`config.mk`:
```
export PLATFORM = sky130hd
export DESIGN_NAME = dmem_arbiter
export DESIGN_NICKNAME = d
export VERILOG_FILES = /design/src/rtl/dmem_arb_pkg.sv /design/src/rtl/arb_wait_cnt.sv /design/src/rtl/dmem_arbiter.sv
export SDC_FILE = /design/constraint.sdc
export NUM_CORES = 1
export LEC_CHECK = 0
export ABC_CLOCK_PERIOD_IN_PS = 2600
export CORE_MARGIN = 5
export CORE_UTILIZATION = 34
export DETAILED_ROUTE_END_ITERATION = 6
export GPL_ROUTABILITY_DRIVEN = 0
export PLACE_DENSITY = 0.92
export SETUP_SLACK_MARGIN = 0.3
export SYNTH_ARGS = -nofsm -noshare
export SYNTH_HDL_FRONTEND = slang
export SYNTH_SLANG_ARGS = --single-unit
```
`constraint.sdc`:
```
create_clock -name clk -period 2.6 [get_ports clk]
set_input_delay 0.26 -clock clk [delete_from_list [all_inputs] [get_ports clk]]
set_output_delay 0.26 -clock clk [all_outputs]
set_load 0.05 [all_outputs]
```
`src/rtl/dmem_arb_pkg.sv`:
```
// Shared types and constants for the data-memory arbiter between the CPU core and the host port.
package dmem_arb_pkg;

   typedef enum logic {
      IDLE = 1'b0,
      WAIT = 1'b1
   } arb_state_t;

   localparam int         STARVE_LIM_DEF = 16;
   // Core addresses at or above this go to temp memory before reaching the arbiter.
   localparam logic [7:0] TEMP_MEM_ADDR  = 8'h80;

endpackage

```
`src/rtl/arb_wait_cnt.sv`:
```
// Saturating up-counter tracking how long the host has been kept waiting.
module arb_wait_cnt #(
   parameter int LIMIT = 16
) (
   input  logic                       clk,
   input  logic                       reset_n,
   input  logic                       inc,
   input  logic                       clr,
   output logic [$clog2(LIMIT+1)-1:0] cnt,
   output logic                       sat
);

   localparam int CW = $clog2(LIMIT+1);
   localparam logic [CW-1:0] LIM = CW'(LIMIT);

   assign sat = (cnt == LIM);

   always_ff @(posedge clk or negedge reset_n) begin
      if (!reset_n)
         cnt <= '0;
      else if (clr)
         cnt <= '0;
      else if (inc && !sat)
         cnt <= cnt + 1'b1;
   end

endmodule

```
`src/rtl/dmem_arbiter.sv`:
```
// Single-port data_mem arbiter: core has absolute priority, host fills idle/halted cycles.
// Optional ARB_STALL_EN: a starved host may stall the core for one cycle to get its access.
module dmem_arbiter
   import dmem_arb_pkg::*;
#(
   parameter int AW         = 8,
   parameter int DW         = 8,
   parameter int STARVE_LIM = STARVE_LIM_DEF
) (
   input  logic          clk,
   input  logic          reset_n,
   input  logic          core_rd,
   input  logic          core_wr,
   input  logic [AW-1:0] core_addr,
   input  logic [DW-1:0] core_wdata,
   input  logic          core_halted,
   output logic          core_stall,
   input  logic          host_req,
   input  logic          host_we,
   input  logic [AW-1:0] host_addr,
   input  logic [DW-1:0] host_wdata,
   output logic          host_gnt,
   output logic          host_rvalid,
   output logic [DW-1:0] host_rdata,
   output logic          host_starve,
   output logic          mem_rd,
   output logic          mem_wr,
   output logic [AW-1:0] mem_addr,
   output logic [DW-1:0] mem_wdata,
   input  logic [DW-1:0] mem_rdata
);

   localparam int CW = $clog2(STARVE_LIM+1);

   arb_state_t    state, state_nxt;
   logic [CW-1:0] wait_cnt;
   logic          core_use;
   logic          force_gnt;

   assign core_use = (core_rd | core_wr) & ~core_halted;

`ifdef ARB_STALL_EN
   assign force_gnt = host_starve & core_use & host_req;
`else
   assign force_gnt = 1'b0;
`endif

   assign host_gnt   = host_req & (~core_use | force_gnt);
   assign core_stall = force_gnt;

   // A host grant suppresses the core access entirely, including a forced one.
   always_comb begin
      mem_rd    = core_rd & ~core_halted;
      mem_wr    = core_wr & ~core_halted;
      mem_addr  = core_addr;
      mem_wdata = core_wdata;
      if (host_gnt) begin
         mem_rd    = ~host_we;
         mem_wr    = host_we;
         mem_addr  = host_addr;
         mem_wdata = host_wdata;
      end
   end

   always_ff @(posedge clk or negedge reset_n) begin
      if (!reset_n)
         state <= IDLE;
      else
         state <= state_nxt;
   end

   always_comb begin
      state_nxt = state;
      case (state)
         IDLE:    if (host_req && !host_gnt) state_nxt = WAIT;
         WAIT:    if (host_gnt || !host_req) state_nxt = IDLE;
         default: state_nxt = IDLE;
      endcase
   end

   arb_wait_cnt #(.LIMIT(STARVE_LIM)) u_wait_cnt (
      .clk     (clk),
      .reset_n (reset_n),
      .inc     (host_req & ~host_gnt),
      .clr     (host_gnt | ~host_req),
      .cnt     (wait_cnt),
      .sat     (host_starve)
   );

   // Read response is a flag beside the FSM so a new grant can overlap it.
   always_ff @(posedge clk or negedge reset_n) begin
      if (!reset_n) begin
         host_rvalid <= 1'b0;
         host_rdata  <= '0;
      end else begin
         host_rvalid <= host_gnt & ~host_we;
         if (host_gnt && !host_we)
            host_rdata <= mem_rdata;
      end
   end

endmodule

```
==> results of run 1 <==
[power breakdown]
group	switching [uW]	leakage [uW]	internal (uW)
Sequential	15.3	0.000177	244
Combinational	248	0.000602	201
Clock	67.2	0.0000210	85.3
Total	330	0.000799	530
[logic make-up after synthesis]
kind of cell / after synthesis / synth area share
AOI/OAI and AO/OA: 4 / 0.0363
xor gates and xnor gates: 3 / 0.0283
adders and majority gates: 2 / 0.0269
buffers and inverters: 10 / 0.0646
DFF: 14 / 0.377
muxes: 25 / 0.370
other: 1 / 0.00403
and+or+nand+nor: 14 / 0.0929
[layout by cell type (no fill, tap or decap), drive strengths merged]
master         instances
mux2                  24
dfrtp                 14
conb                   1
nand3                  3
clkbuf                 4
nand3b                 1
nor2                   4
nand2b                 2
nand2                  1
and4bb                 1
ha                     2
clkdlybuf4s50         56
dlygate4sd2            1
inv                    7
or2                    1
nor2b                  1
mux2i                  1
o21ai                  3
xor2                   2
buf                   19
xnor2                  1
o21bai                 1
[flip-flops by register name, summed over array words and instances (netlist names)]
| register | flops |
|---|---|
| u_wait_cnt.cnt | 5 |
| host_rvalid | 1 |
| host_rdata | 8 |
[cell type report]
class | count | area, um^2 | area share
Multi-Input combinational cell | 49 | 519 | 0.306
Tap cell | 31 | 38.8 | 0.0229
Sequential cell | 14 | 350 | 0.207
Clock buffer | 4 | 36.3 | 0.0214
Inverter | 7 | 26.3 | 0.0155
Timing Repair Buffer | 76 | 724 | 0.427
[metal layers]
| layer | vias to the layer above | share of wire |
|---|---|---|
| met5 | - | 0 |
| met4 | 0 | 0.017 |
| met3 | 4 | 0.11 |
| met2 | 47 | 0.55 |
| met1 | 390 | 0.32 |
| li1 | 399 | - |
[stage by stage]
stage	power [uW]	cells	cell area, um^2
after global placement	708	177	1660
after CTS	872	181	1700
after floorplan	539	73	930
after global routing	902	181	1700
after detailed placement	717	177	1660
final	860	181	1700
[final timing paths]
check	to	cells after the start	slack [ns]	start
worst min-delay path	host_rvalid	1	0.35	reset_n
worst min register to register	host_rdata[3]	1	0.52	host_rdata[3]
worst max-delay path	mem_wr	5	0.40	core_rd
max in group asynchronous	host_rdata[6]	1	1.86	reset_n
min in group clk	host_rdata[3]	1	0.52	host_rdata[3]
worst max register to register	u_wait_cnt.cnt[1]	5	1.31	u_wait_cnt.cnt[0]
[worst max-delay path, stage by stage]
cell	delay (ns)
clkdlybuf4s50_1	0.46
o21bai_4	0.21
nand3_1	0.09
o21ai_0	0.09
clkdlybuf4s50_1	0.83
[timing repair]
| item | CTS | global route |
|---|---|---|
| setup endpoints to repair | 1 | 0 |
| resized for setup | 1 | 0 |
| endpoints found under the hold margin | 0 | 0 |
==> run_results.csv, run 1 <==
group,metric,value,unit
global_route,met3_usage,0.0757,
timing,layout_worst_path_cycle_share,0.847,
clock_tree,postCtsHoldBufs,0,
synth,synthTopCellsByCount,"17 x mux2_4, 14 x dfrtp_1, 7 x inv_1, 7 x mux2_2, 4 x nor2_1",
route,drt_wl_total,2.61,mm
timing,finalMaxSlewViolations,0,
synth,syn_area,930,um^2
clock_tree,htreeDepth,1,
global_route,grt_pass1_vias,964,
placement,dp_hpwl,2.31,mm
clock_tree,insertion_delay,0.28,ns
route,first_pass_iters,4,
timing,tns,0,ns
synth,syn_nets,122,
synth,async_reset_ff_frac,1.00,
global_route,grtUsageMet1,0.133,
synth,yosysTopAreaCell,"dfrtp_1",
critical_path,required,2.34,ns
global_route,grt_first_pass_wirelength,4.34,mm
critical_path,worstPathArrival,1.94,ns
route,drc_errors,0,
clock_tree,clkSinkCount,14,
route,vias,840,
synth,synth_cells,73,
power_and_ir_drop,leakagePower,0.000799,uW
timing,relSlewSlack,0.601,
synth,synth_flop_cell,"dfrtp_1",
critical_path,end_kind,"output port",
global_route,grtUsageMet2,0.255,
timing,worst_slack,0.397,ns
clock_tree,cts_buffers,3,
synth,synth_top_area_frac,0.377,
critical_path,startpoint_type,"primary input",
timing,worst_pin_slew,0.597,ns
critical_path,worstPathMaxFanout,4,
die,io_pins,77,
synth,yosys_warnings,0,
die,initial_core_util,0.346,
global_route,antenna_found_initial,0,
power_and_ir_drop,power_density,507,nW/um^2
timing,finClkSkew,0.00694,ns
timing,hold_violations,0,
global_route,busiest_layer,"met2",
clock_tree,postCtsSetupBuffers,0,
synth,ys_ff_latch,14,
die,die_area,3880,um^2
die,core,2690,um^2
clock_tree,clock_path_buffers,2,
clock_tree,path_clk_slew,0.08,ns
clock_tree,clockRootBuffer,"clkbuf_4",
timing,rsz0062_at_grt,"false",
die,num_rows,19,
synth,synth_edf_count,0,
route,vias_per_cell,4.64,
critical_path,worstSetupPathType,"primary input to output port",
finish,syn_to_final_growth,82.4,%
synth,synth.most_common_cell,"mux2_4",
finish,n_fill_cell,211,
timing,finalSetupViolations,0,
worst_hold_path,hold_class,"primary input to async pin",
global_route,overflow,0,
timing,final.min_clock_period,2.20,ns
power_and_ir_drop,irDropWorstVdd,0.479,mV
route,drtIter0Drc,17,
synth,ys_types,22,
route,postRouteAntennaNets,0,
synth,avgSynthCellArea,12.7,um^2
finish,layout-drive-gt1-share,0.340,
global_route,grt_usage,0.138,
route,routedWlPerCell,14.4,um
die,dieHeight,62.3,um
placement,pre_cts_slack,0.404,ns
timing,fmax,454,MHz
global_route,grt_max_degree,18,
finish,fin_util,0.631,
timing,hold_slack,0.349,ns
finish,finalNetCount,200,
die,chipWidth,62.3,um
clock_tree,cts_tree,"yes",
run_status,outcome,"complete, no violations",
synth,synth.area.top_cells,"dfrtp_1 38%, mux2_4 27%, mux2_2 8.5%",
finish,num_antenna_cells,0,
flow_run,maxCapViolations,0,
synth,yosysSeqAreaShare,0.377,
placement,place.port_buffers,75,
(Power assumes the default switching activity.)
==> inputs of run 2 (changes only) <==
--- a/config.mk
+++ b/config.mk
@@ -5,12 +5,12 @@
 export SDC_FILE = /design/constraint.sdc
 export NUM_CORES = 1
 export LEC_CHECK = 0
-export ABC_CLOCK_PERIOD_IN_PS = 2600
+export ABC_CLOCK_PERIOD_IN_PS = 1800
 export CORE_MARGIN = 5
-export CORE_UTILIZATION = 34
+export CORE_UTILIZATION = 29
 export DETAILED_ROUTE_END_ITERATION = 6
 export GPL_ROUTABILITY_DRIVEN = 0
-export PLACE_DENSITY = 0.92
+export PLACE_DENSITY = 0.84
 export SETUP_SLACK_MARGIN = 0.3
 export SYNTH_ARGS = -nofsm -noshare
 export SYNTH_HDL_FRONTEND = slang
==> constraint.sdc (replaced) <==
create_clock -name clk -period 1.8 [get_ports clk]
set_input_delay 0.18 -clock clk [delete_from_list [all_inputs] [get_ports clk]]
set_output_delay 0.18 -clock clk [all_outputs]
set_load 0.05 [all_outputs]
==> run 2 against run 1 <==
Combinational power grew 53%. Hold slack lost 0.063 ns. Die area grew 14%. Sequential cell count is the same. Largest power group unchanged. Sequential power grew 44%. Non-clock buffer count grew 6.
==> run_results.csv, run 2 (synthesized netlist as in run 1, its figures left out) <==
group,metric,value,unit
route,vias_per_cell,4.48,
placement,place_inst,190,
finish,num_antenna_cells,0,
critical_path,crit_family,"multiplexers",
global_route,overflow,0,
global_route,grt_first_pass_wirelength,4.91,mm
global_route,grt_pass1_vias,1078,
route,vias,901,
finish,largestRegisters,"host_rdata: 8 flops, u_wait_cnt.cnt: 5 flops, host_rvalid: 1 flops",
critical_path,reg2reg_from,"u_wait_cnt.cnt[1]",
finish,syn_to_final_growth,103,%
route,drc_errors,0,
critical_path,critPathMaxStageDelay,0.35,ns
die,die_area,4440,um^2
die,io_pins,77,
global_route,antenna_found_initial,0,
clock_tree,postCtsHoldBufs,0,
clock_tree,cts_tree,"yes",
timing,finalMaxSlewViolations,0,
critical_path,reg2reg_to,"u_wait_cnt.cnt[2]",
critical_path,worstSetupPathType,"primary input to output port",
finish,n_fill_cell,242,
timing,hold_violations,0,
finish,finalNetCount,208,
critical_path,reg2reg_slack,0.44,ns
timing,final.min_clock_period,1.47,ns
flow_run,maxCapViolations,0,
timing,relSlewSlack,0.593,
die,dieHeight,66.6,um
route,routedWlPerCell,16.3,um
finish,layout-drive-gt1-share,0.427,
route,drtIter0Drc,14,
worst_hold_path,hold_class,"primary input to async pin",
finish,final_common_cell,"clkdlybuf4s50_1",
timing,layout_worst_path_cycle_share,0.815,
finish,largest_register_ffs,8,
finish,top_register,"host_rdata",
timing,rsz0062_at_grt,"true",
critical_path,path_cells,"buf_6 > o21bai_4 > nand2_4 > mux2_4 > buf_8",
power_and_ir_drop,leakagePower,0.000918,uW
clock_tree,cts_buffers,3,
global_route,grt_usage,0.149,
critical_path,rr_worst_depth,6,
clock_tree,clkSinkCount,14,
route,postRouteAntennaNets,0,
critical_path,worstPathMaxFanout,8,
timing,tns,0,ns
critical_path,worstPathArrival,1.29,ns
timing,finalSetupViolations,0,
die,num_rows,20,
route,drt_wl_total,3.28,mm
power_and_ir_drop,irDropWorstVdd,0.440,mV
die,core,3050,um^2
placement,dp_hpwl,2.51,mm
route,first_pass_iters,3,
critical_path,required,1.62,ns
placement,place.port_buffers,75,
clock_tree,clock_path_buffers,2,
critical_path,startpoint_type,"primary input",
global_route,grt_max_degree,15,
clock_tree,htreeDepth,1,
clock_tree,path_clk_slew,0.07,ns
timing,worst_pin_slew,0.609,ns
critical_path,cpMaxStageDelayCell,"mux2_4",
finish,final_cells,201,
clock_tree,clockRootBuffer,"clkbuf_4",
critical_path,cp_num_buf_inv,2,
finish,mostFrequentLayoutCells,"42 x clkdlybuf4s50_1, 24 x mux2_4, 14 x dfrtp_1, 14 x buf_4, 9 x dlygate4sd2_1",
die,chipWidth,66.6,um
timing,fmax,682,MHz
power_and_ir_drop,power_density,650,nW/um^2
clock_tree,insertion_delay,0.27,ns
timing,finClkSkew,0.00133,ns
die,initial_core_util,0.305,
run_status,outcome,"complete, no violations",
critical_path,end_kind,"output port",
[run 2: cell types whose count changed in the layout (fill, tap and decap cells not counted), moves of 4 or more]
cell,change
clkdlybuf4s50_1,-14
mux2_2,-7
buf_4,-4
dlygate4sd2_1,+8
buf_12,+4
buf_6,+8
mux2_4,+7
[run 2: through the flow]
step                      total power, uW  hold slack, ns  setup WS [ns]   util  cell area (um^2)
final                                1220           0.286          0.333  0.617              1880
after global placement               1040           0.494         0.0319  0.564              1720
after global routing                 1280           0.335          0.255  0.617              1880
after detailed placement             1050           0.500        -0.0130  0.564              1720
after CTS                            1230           0.299          0.303  0.606              1850
after floorplan                       778          -0.116          0.323      -               930
[run 2: how the worst max path moves through the flow]
stage	from	to	slack [ns]	depth (start not counted)
floorplan	core_rd	mem_rd	0.32	2
CTS	u_wait_cnt.cnt[0]	host_starve	0.30	4
detailed placement	core_halted	mem_addr[7]	-0.01	5
finish	core_rd	mem_wdata[2]	0.33	5
global route	u_wait_cnt.cnt[1]	host_starve	0.26	4
global placement	core_halted	mem_wdata[0]	0.03	5
[run 2: power breakdown]
group          total, uW  internal, uW  switching (uW)
Combinational        686           305             381
Sequential           372           352            20.0
Clock                166          77.5            88.5
[run 2: routing by layer]
layer	share of wire	track usage	vias to the layer above
met5	0	0	-
met4	0.027	0.0482	0
met3	0.085	0.0624	6
met2	0.57	0.285	51
met1	0.31	0.141	425
li1	-	-	419
[run 2: repair_timing]
item                                    CTS  global route
buffers inserted                          4             2
gates resized for setup                  41             8
hold endpoints to repair                  0             0
pin swaps                                 2             3
endpoints found under the setup margin   29             9
gates cloned                              2             0
[run 2: area by class of cell]
cell class,instances,area (um^2),share of cell area
Tap cell,44,55.1,0.0292
Timing Repair Buffer,82,841,0.446
Inverter,7,26.3,0.0139
Clock buffer,3,22.5,0.0120
Sequential cell,14,350,0.186
Multi-Input combinational cell,51,589,0.313
